--- src/rtl/uart_pkg.sv ---
// rtl/uart_pkg.sv - shared UART receive/transmit types, framing constants and parity helper
package uart_pkg;

  typedef enum logic [2:0] {
    IDLE      = 3'd0,
    START     = 3'd1,
    DATA      = 3'd2,
    PARITY    = 3'd3,
    STOP      = 3'd4,
    WAIT_HIGH = 3'd5
  } state_t;

  localparam logic START_BIT = 1'b0;
  localparam logic STOP_BIT  = 1'b1;
  localparam int   MAX_BITS  = 16;

  // Even parity holds when data bits plus parity bit XOR to zero; unused upper bits are zero.
  function automatic logic even_parity_ok(input logic [MAX_BITS-1:0] data, input logic par);
    return ~((^data) ^ par);
  endfunction

endpackage

--- src/rtl/sync2.sv ---
// rtl/sync2.sv - two-flop synchronizer with configurable reset value
module sync2 #(
  parameter logic RESET_VAL = 1'b1
) (
  input  logic clk,
  input  logic rst_n,
  input  logic d,
  output logic q
);

  logic meta_d, meta_q;
  logic sync_d, sync_q;

  always_comb begin
    meta_d = d;
    sync_d = meta_q;
  end

  always_ff @(posedge clk or negedge rst_n) begin
    if (!rst_n) begin
      meta_q <= RESET_VAL;
      sync_q <= RESET_VAL;
    end else begin
      meta_q <= meta_d;
      sync_q <= sync_d;
    end
  end

  assign q = sync_q;

endmodule

--- src/rtl/uart_receive.sv ---
// rtl/uart_receive.sv - oversampling UART receiver with valid/ready output
// Optional even-parity checking and parity_err output enabled by UART_RX_PARITY_EN.
module uart_receive
  import uart_pkg::*;
#(
  parameter int bits = 8,
  parameter int OVS  = 16
) (
  input  logic            clk,
  input  logic            rst_n,
  input  logic            en,
  input  logic            rx,
  output logic [bits-1:0] out,
  output logic            valid,
  input  logic            ready,
  output logic            busy,
  output logic            frame_err,
`ifdef UART_RX_PARITY_EN
  output logic            parity_err,
`endif
  output logic            overrun
);

  localparam int CW   = $clog2(OVS);
  localparam int IDXW = $clog2(bits) + 1;

  localparam logic [CW-1:0]   HALF_CNT = CW'(OVS / 2 - 1);
  localparam logic [CW-1:0]   FULL_CNT = CW'(OVS - 1);
  localparam logic [IDXW-1:0] LAST_IDX = IDXW'(bits - 1);

  logic rx_s;

  state_t          state_d, state_q;
  logic [CW-1:0]   cnt_d, cnt_q;
  logic [IDXW-1:0] idx_d, idx_q;
  logic [bits-1:0] shreg_d, shreg_q;
  logic [bits-1:0] out_d, out_q;
  logic            valid_d, valid_q;
  logic            busy_d, busy_q;
  logic            frame_err_d, frame_err_q;
  logic            overrun_d, overrun_q;
  logic            load;
`ifdef UART_RX_PARITY_EN
  logic            par_d, par_q;
  logic            parity_err_d, parity_err_q;
`endif

  sync2 #(.RESET_VAL(1'b1)) u_sync (
    .clk   (clk),
    .rst_n (rst_n),
    .d     (rx),
    .q     (rx_s)
  );

  always_comb begin
    state_d     = state_q;
    cnt_d       = cnt_q;
    idx_d       = idx_q;
    shreg_d     = shreg_q;
    frame_err_d = 1'b0;
    load        = 1'b0;
`ifdef UART_RX_PARITY_EN
    par_d        = par_q;
    parity_err_d = 1'b0;
`endif

    case (state_q)
      IDLE: begin
        if (en && rx_s == START_BIT) begin
          cnt_d   = '0;
          state_d = START;
        end
      end

      START: begin
        if (en) begin
          cnt_d = cnt_q + 1'b1;
          if (cnt_q == HALF_CNT) begin
            if (rx_s == START_BIT) begin
              cnt_d   = '0;
              idx_d   = '0;
              state_d = DATA;
            end else begin
              state_d = IDLE;
            end
          end
        end
      end

      DATA: begin
        if (en) begin
          cnt_d = cnt_q + 1'b1;
          if (cnt_q == FULL_CNT) begin
            cnt_d = '0;
            for (int i = 0; i < bits; i++) begin
              if (idx_q == IDXW'(i)) shreg_d[i] = rx_s;
            end
            idx_d = idx_q + 1'b1;
            if (idx_q == LAST_IDX) begin
`ifdef UART_RX_PARITY_EN
              state_d = PARITY;
`else
              state_d = STOP;
`endif
            end
          end
        end
      end

`ifdef UART_RX_PARITY_EN
      PARITY: begin
        if (en) begin
          cnt_d = cnt_q + 1'b1;
          if (cnt_q == FULL_CNT) begin
            cnt_d   = '0;
            par_d   = rx_s;
            state_d = STOP;
          end
        end
      end
`endif

      STOP: begin
        if (en) begin
          cnt_d = cnt_q + 1'b1;
          if (cnt_q == FULL_CNT) begin
            cnt_d = '0;
            if (rx_s == STOP_BIT) begin
`ifdef UART_RX_PARITY_EN
              if (even_parity_ok(MAX_BITS'(shreg_q), par_q)) load = 1'b1;
              else parity_err_d = 1'b1;
`else
              load = 1'b1;
`endif
              state_d = IDLE;
            end else begin
              // Line held low through the stop bit: wait for it to rise so a break is not a start.
              frame_err_d = 1'b1;
              state_d     = WAIT_HIGH;
            end
          end
        end
      end

      WAIT_HIGH: begin
        if (rx_s == STOP_BIT) state_d = IDLE;
      end

      default: state_d = IDLE;
    endcase
  end

  always_comb begin
    out_d     = out_q;
    valid_d   = valid_q;
    overrun_d = overrun_q;
    if (load) begin
      out_d   = shreg_q;
      valid_d = 1'b1;
      if (valid_q && !ready) overrun_d = 1'b1;
    end else if (valid_q && ready) begin
      valid_d = 1'b0;
    end
    busy_d = (state_d != IDLE);
  end

  always_ff @(posedge clk or negedge rst_n) begin
    if (!rst_n) begin
      state_q     <= IDLE;
      cnt_q       <= '0;
      idx_q       <= '0;
      shreg_q     <= '0;
      out_q       <= '0;
      valid_q     <= 1'b0;
      busy_q      <= 1'b0;
      frame_err_q <= 1'b0;
      overrun_q   <= 1'b0;
    end else begin
      state_q     <= state_d;
      cnt_q       <= cnt_d;
      idx_q       <= idx_d;
      shreg_q     <= shreg_d;
      out_q       <= out_d;
      valid_q     <= valid_d;
      busy_q      <= busy_d;
      frame_err_q <= frame_err_d;
      overrun_q   <= overrun_d;
    end
  end

`ifdef UART_RX_PARITY_EN
  always_ff @(posedge clk or negedge rst_n) begin
    if (!rst_n) begin
      par_q        <= 1'b0;
      parity_err_q <= 1'b0;
    end else begin
      par_q        <= par_d;
      parity_err_q <= parity_err_d;
    end
  end

  assign parity_err = parity_err_q;
`endif

  assign out       = out_q;
  assign valid     = valid_q;
  assign busy      = busy_q;
  assign frame_err = frame_err_q;
  assign overrun   = overrun_q;

endmodule

--- config.mk ---
export PLATFORM = sky130hd
export DESIGN_NAME = uart_receive
export DESIGN_NICKNAME = d
export VERILOG_FILES = /design/src/rtl/uart_pkg.sv /design/src/rtl/sync2.sv /design/src/rtl/uart_receive.sv
export SDC_FILE = /design/constraint.sdc
export NUM_CORES = 1
export LEC_CHECK = 0
export ABC_AREA = 1
export CAP_MARGIN = 20
export CORE_UTILIZATION = 60
export CTS_CLUSTER_SIZE = 12
export DETAILED_ROUTE_END_ITERATION = 8
export GPL_TIMING_DRIVEN = 0
export PLACE_DENSITY = 0.94
export SKIP_LAST_GASP = 1
export SLEW_MARGIN = 20
export SYNTH_ARGS = -nofsm -noshare
export SYNTH_HDL_FRONTEND = slang
export SYNTH_HIERARCHICAL = 1
export SYNTH_SLANG_ARGS = --single-unit
--- constraint.sdc ---
create_clock -name clk -period 3 [get_ports clk]
set_input_delay 0.6 -clock clk [delete_from_list [all_inputs] [get_ports clk]]
set_output_delay 0.6 -clock clk [all_outputs]
set_load 0.02 [all_outputs]
Yosys cells after proc, flatten, opt, wreduce, memory -nomap -nowiden
Cells that the tools add are included.
{"block": "totals", "register_bits": 33, "latchBits": 0, "ramBits": 0, "rom_bits": 0, "inputBits": 5, "out_inout_bits": 12, "word_cells": 98, "memories": 0}
{"block": "op_classes", "add_sub_neg": 2, "n_mul": 0, "div_mod_pow": 0, "magnitude_cmp": 0, "eq_ne": 20, "shift": 0, "muxes": 35, "bitwise_logic": 1, "reduce_logical": 22}
{"cell": "$mux 4", "count": 11}
{"cell": "$reduce_and 4->1", "count": 9}
{"cell": "$mux 3", "count": 10}
{"cell": "$eq 4x3->1 const B", "count": 5}
{"cell": "$pmux 3 s5", "count": 1}
{"cell": "$ne 2x2->1 const B", "count": 6}
{"cell": "$pmux 4 s3", "count": 1}
{"cell": "$mux 1", "count": 10}
{"cell": "$add 4x1->4 const B", "count": 2}
{"cell": "$eq 4x2->1 const B", "count": 2}
{"cell": "$pmux 4 s2", "count": 1}
{"cell": "$eq 3x3->1 const B", "count": 2}
{"cell": "$reduce_and 6->1", "count": 1}
{"cell": "$reduce_bool 3->1", "count": 2}
{"cell": "$eq 4x1->1 const B", "count": 1}
{"cell": "$eq 4x4->1 const B", "count": 1}
{"cell": "$logic_not 4->1", "count": 1}
{"cell": "$reduce_bool 2->1", "count": 2}
{"cell": "$eq 3x1->1 const B", "count": 1}
{"cell": "$eq 3x2->1 const B", "count": 1}
{"cell": "$logic_and 1x1->1", "count": 3}
{"cell": "$logic_not 3->1", "count": 1}
{"cell": "$mux 2", "count": 1}
{"cell": "$ne 2x1->1 const B", "count": 1}
{"cell": "4 further kinds", "count": 4}

Logic depth before layout (Yosys ltp)
{"block": "depth", "depth_word": 6, "depth_mapped": 9, "mapped_depth_nobuf": 8}

By module
The synthesis kept the hierarchy.
{"module": "uart_receive", "instances": 1, "cells_per_inst": 195, "area_per_inst_um2": 1611.5, "seq_area_each_um2": 775.7}
{"module": "sync2", "instances": 1, "cells_per_inst": 2, "area_per_inst_um2": 52.6, "seq_area_each_um2": 52.6}

Worst setup path after synthesis
No wires, ideal clock.
{"block": "synth_path", "path_kind": "flip-flop to flip-flop", "startpoint": "register cnt_q[0]", "endpoint": "register idx_q[0]", "setup_ps": 117, "arrival_time_ps": 1252, "required_time_ps": 2883, "setup_slack_ps": 1631, "path_stages_with_launch": 9, "path_buffers": 0, "synth_period_minus_slack_ps": 1369, "cell_sequence": "dfrtp_1 ha_1 nand2_2 nor2_2 nand2_1 a21oi_2 nand2_2 nand2_1 nand2_1"}
{"block": "synth_between", "elab_chain_len": 3, "elab_cells_between_ends": 5, "classes_between": "eq/ne (4); reduce/logical (1)"}
{"element": "start, declared", "line_no": "uart_receive.sv:34", "source": "logic [CW-1:0] cnt_d, cnt_q;"}
{"element": "start signal, assigned", "line_no": "uart_receive.sv:180", "source": "cnt_q <= cnt_d;"}
{"element": "$eq 4x4->1 / $eq 4x3->1 (equally long branches)", "line_no": "uart_receive.sv:93, uart_receive.sv:78"}
{"element": "$ne 2x2->1 (no line)"}
{"element": "$reduce_and 6->1 (no line) *"}
{"element": "end signal, assigned", "line_no": "uart_receive.sv:181", "source": "idx_q <= idx_d;"}
{"element": "end, declared", "line_no": "uart_receive.sv:35", "source": "logic [IDXW-1:0] idx_d, idx_q;"}
Every way passes the cells marked *; elsewhere a longest branch is shown, timed or not.
A chain may end at the register's enable or synchronous reset.

Worst setup path after layout
{"block": "layout_path", "startpoint": "register out_q[1], in the netlist out[1]", "endpoint": "output out[1]"}
{"element": "start, declared", "line_no": "uart_receive.sv:37", "source": "logic [bits-1:0] out_d, out_q;"}
{"element": "start signal, assigned", "line_no": "uart_receive.sv:183", "source": "out_q <= out_d;"}
{"element": "end, declared", "line_no": "uart_receive.sv:13", "source": "output logic [bits-1:0] out,"}
No word-level cell between the ends.

==> reports/results.ini <==
[finish]
layout_commonest_cell = nand2_1
final_cell_mix = nand2_1 (73), dfrtp_1 (31), nor2_1 (16), clkdlybuf4s50_1 (15), inv_1 (11)
num-nets-final = 230
areaGrowthSynthToFinish_pct = 14.9
final_cells = 251
drive_above_1_share_pct = 16.3
diodes = 0

[power]
power_density_nw_per_um2 = 533
pwr-share-seq_pct = 50.7
p_leak_uw = 0.000970
swShare_pct = 34.1
pwr-share-clk_pct = 23.2
power.internal_uw = 672
switching_power_uw = 348
combPwrFrac_pct = 26.1
ir_drop_mv = 0.540

[synthesis]
avgSynthCellArea_um2 = 8.45
synthesis.instances = 197
ys_warn_count = 6
yosysSeqAreaShare_pct = 49.8
ys_seq_elements = 33
syn_nets = 207
synth_area_um2 = 1660
synth_cell_types = 29

[detailed_routing]
via_per_inst = 5.29
drt_iter0_drc = 24
wirelength_um = 3020
drtPass1Iterations = 4
avgRoutedWirePerCell_um = 12.0
drc = 0
dr_total_vias = 1328
antenna_left = 0

[sta]
slew-limit-headroom_pct = 52.2
hold_viol = 0
fin_crit_sh_pct = 63.8
setup-violations-final = 0
finClkSkew_ns = 0.0130
fin_ws_ns = 1.09
setup_tns_ns = 0
finalCriticalPeriod_ns = 1.91
grt_setup_unrepaired = false
drv_slew = 0
tightestPinTransition_ns = 0.718
fmax_mhz = 522

[clock_tree]
cts_buffers = 5
tritoncts = built
h-tree-depth = 2
cts.sinks = 33
clk_pin_slew_ns = 0.10
clkLatencyLatePin_ns = 0.34
post_cts_buffers = 0
cts-root-buf = clkbuf_4
cts_resized = 0
clk_path_buf_depth = 2
hold_buffers = 0

[worst_setup_path]
crit_slowest_cell = clkdlybuf4s50_1
critPathMaxFanout = 2
cp-start-kind = flop
cpPeakStageDelay_ns = 0.62
critPathTopFamily = buffers and inverters
endpoint_kind = output pin
required_ns = 2.40
worst_r2r_path_depth = 8
crit_buf_inv = 1
worstPathArrival_ns = 1.31
crit_type = reg2out
crit_cells = 1
cp_cell_sequence = clkdlybuf4s50_1

[min_path]
min_path_type = in2async

[global_routing]
grt_max_degree = 34
use_met1_pct = 29.0
grt_pass1_wl_um = 5170
overflow = 0
grt_pass1_vias = 1248
busiest_layer = met2
grt_usage_pct = 24.6
use_met2_pct = 42.0
antenna_found_initial = 0
grt.met3_usage_pct = 6.11

[place]
dpl.hpwl_um = 2260
dp_cells = 243
dp_slack_ns = 0.979
port_buffers = 16
place_congestion = 0.828

[status]
run_status = finished, final reports clean

[floorplan]
num_rows = 18
core_um2 = 2540
die_h_um = 54.7
start_util_pct = 65.4
die-area_um2 = 2990
ios = 17
die_w_um = 54.7

[run]
drv_cap = 0

[metrics by stage]
step	utilization, %	cell area, um2	power, uW	hold slack, ns
3_5_place_dp	73.0	1860	788	0.347
4_1_cts	75.1	1910	1030	0.319
2_1_floorplan	-	1660	715	0.304
6_report	75.1	1910	1020	0.304
5_1_grt	75.1	1910	1100	0.346
3_3_place_gp	73.2	1860	778	0.346
[Yosys cell counts]
master    instances  area, um2
o21a_1            1       7.51
o21bai_2          1       11.3
a21oi_2           1       8.76
buf_6             1       11.3
xnor2_1           1       8.76
nand2_4           2       22.5
a21oi_1           1       5.00
o21ai_2           1       8.76
xor2_1            1       8.76
ha_1              5       62.6
nor2_2            3       18.8
nand3_1           6       30.0
o21ai_0           1       5.00
a21boi_0          1       7.51
nand2_2           2       12.5
o21bai_1          1       7.51
nand2_1          73        274
inv_2             7       26.3
o22ai_2           1       12.5
dfrtp_1          31        776
nand4_1          10       62.6
o21ai_1           8       40.0
nand3_2           1       10.0
dfstp_2           2       52.6
nand3b_1          3       22.5
nor2_1           16       60.1
inv_1            11       41.3
buf_2             1       5.00
nor2_4            4       45.0
[power by group through the flow]
stage / combinational, uW / clock (uW) / sequential [uW]
after floorplan: 186 / 0 / 529
after global placement: 254 / 0 / 524
after detailed placement: 262 / 0 / 526
after CTS: 264 / 245 / 517
after global routing: 304 / 269 / 523
final: 266 / 237 / 517
[routing by layer]
layer / vias to the layer above / wire length, um / share of wire, %
met4: 0 / 31 / 1.0
met3: 4 / 104 / 3.4
met5: - / 0 / 0
met1: 625 / 1410 / 47
li1: 674 / - / -
met2: 25 / 1480 / 49
[flip-flops by register name, indices dropped and copies added (netlist names), 3 cells and up]
register / cells
state_q: 3
shreg_q: 8
out: 8
idx_q: 4
cnt_q: 4
[final timing paths]
| kind | startpoint | end | slack, ns |
|---|---|---|---|
| worst max-delay path | out[1]$_DFFE_PN0P_ | out[1] | 1.09 |
| worst min-delay path | rst_n | valid$_DFFE_PN0P_ | 0.30 |
| worst max register to register | cnt_q[0]$_DFFE_PN0P_ | idx_q[1]$_DFFE_PN0P_ | 1.38 |
| worst min register to register | u_sync/meta_q$_DFF_PN1_ | u_sync/q$_DFF_PN1_ | 0.36 |
| max in group asynchronous | rst_n | state_q[1]$_DFF_PN0_ | 2.22 |
| min in group clk | u_sync/meta_q$_DFF_PN1_ | u_sync/q$_DFF_PN1_ | 0.36 |
[cell families after synthesis]
logic type               synth area share (%)
flip-flops                               49.8
AND/OR/NAND/NOR                          33.5
XOR/XNOR                                 1.05
buffers and inverters                    5.04
adder cells (fa/ha/maj)                  3.76
AO/OA/AOI/OAI                            6.84
[final cells by class]
cell class | count | area [um2]
fillers | 184 | 633
inverters | 18 | 67.6
clock buffers | 5 | 37.5
repair buffers | 16 | 155
plain buffers | 2 | 16.3
well taps | 30 | 37.5
multi-input cells | 144 | 752
clock inverters | 3 | 17.5
flip-flops and latches | 33 | 828
(Power assumes the default switching activity.)
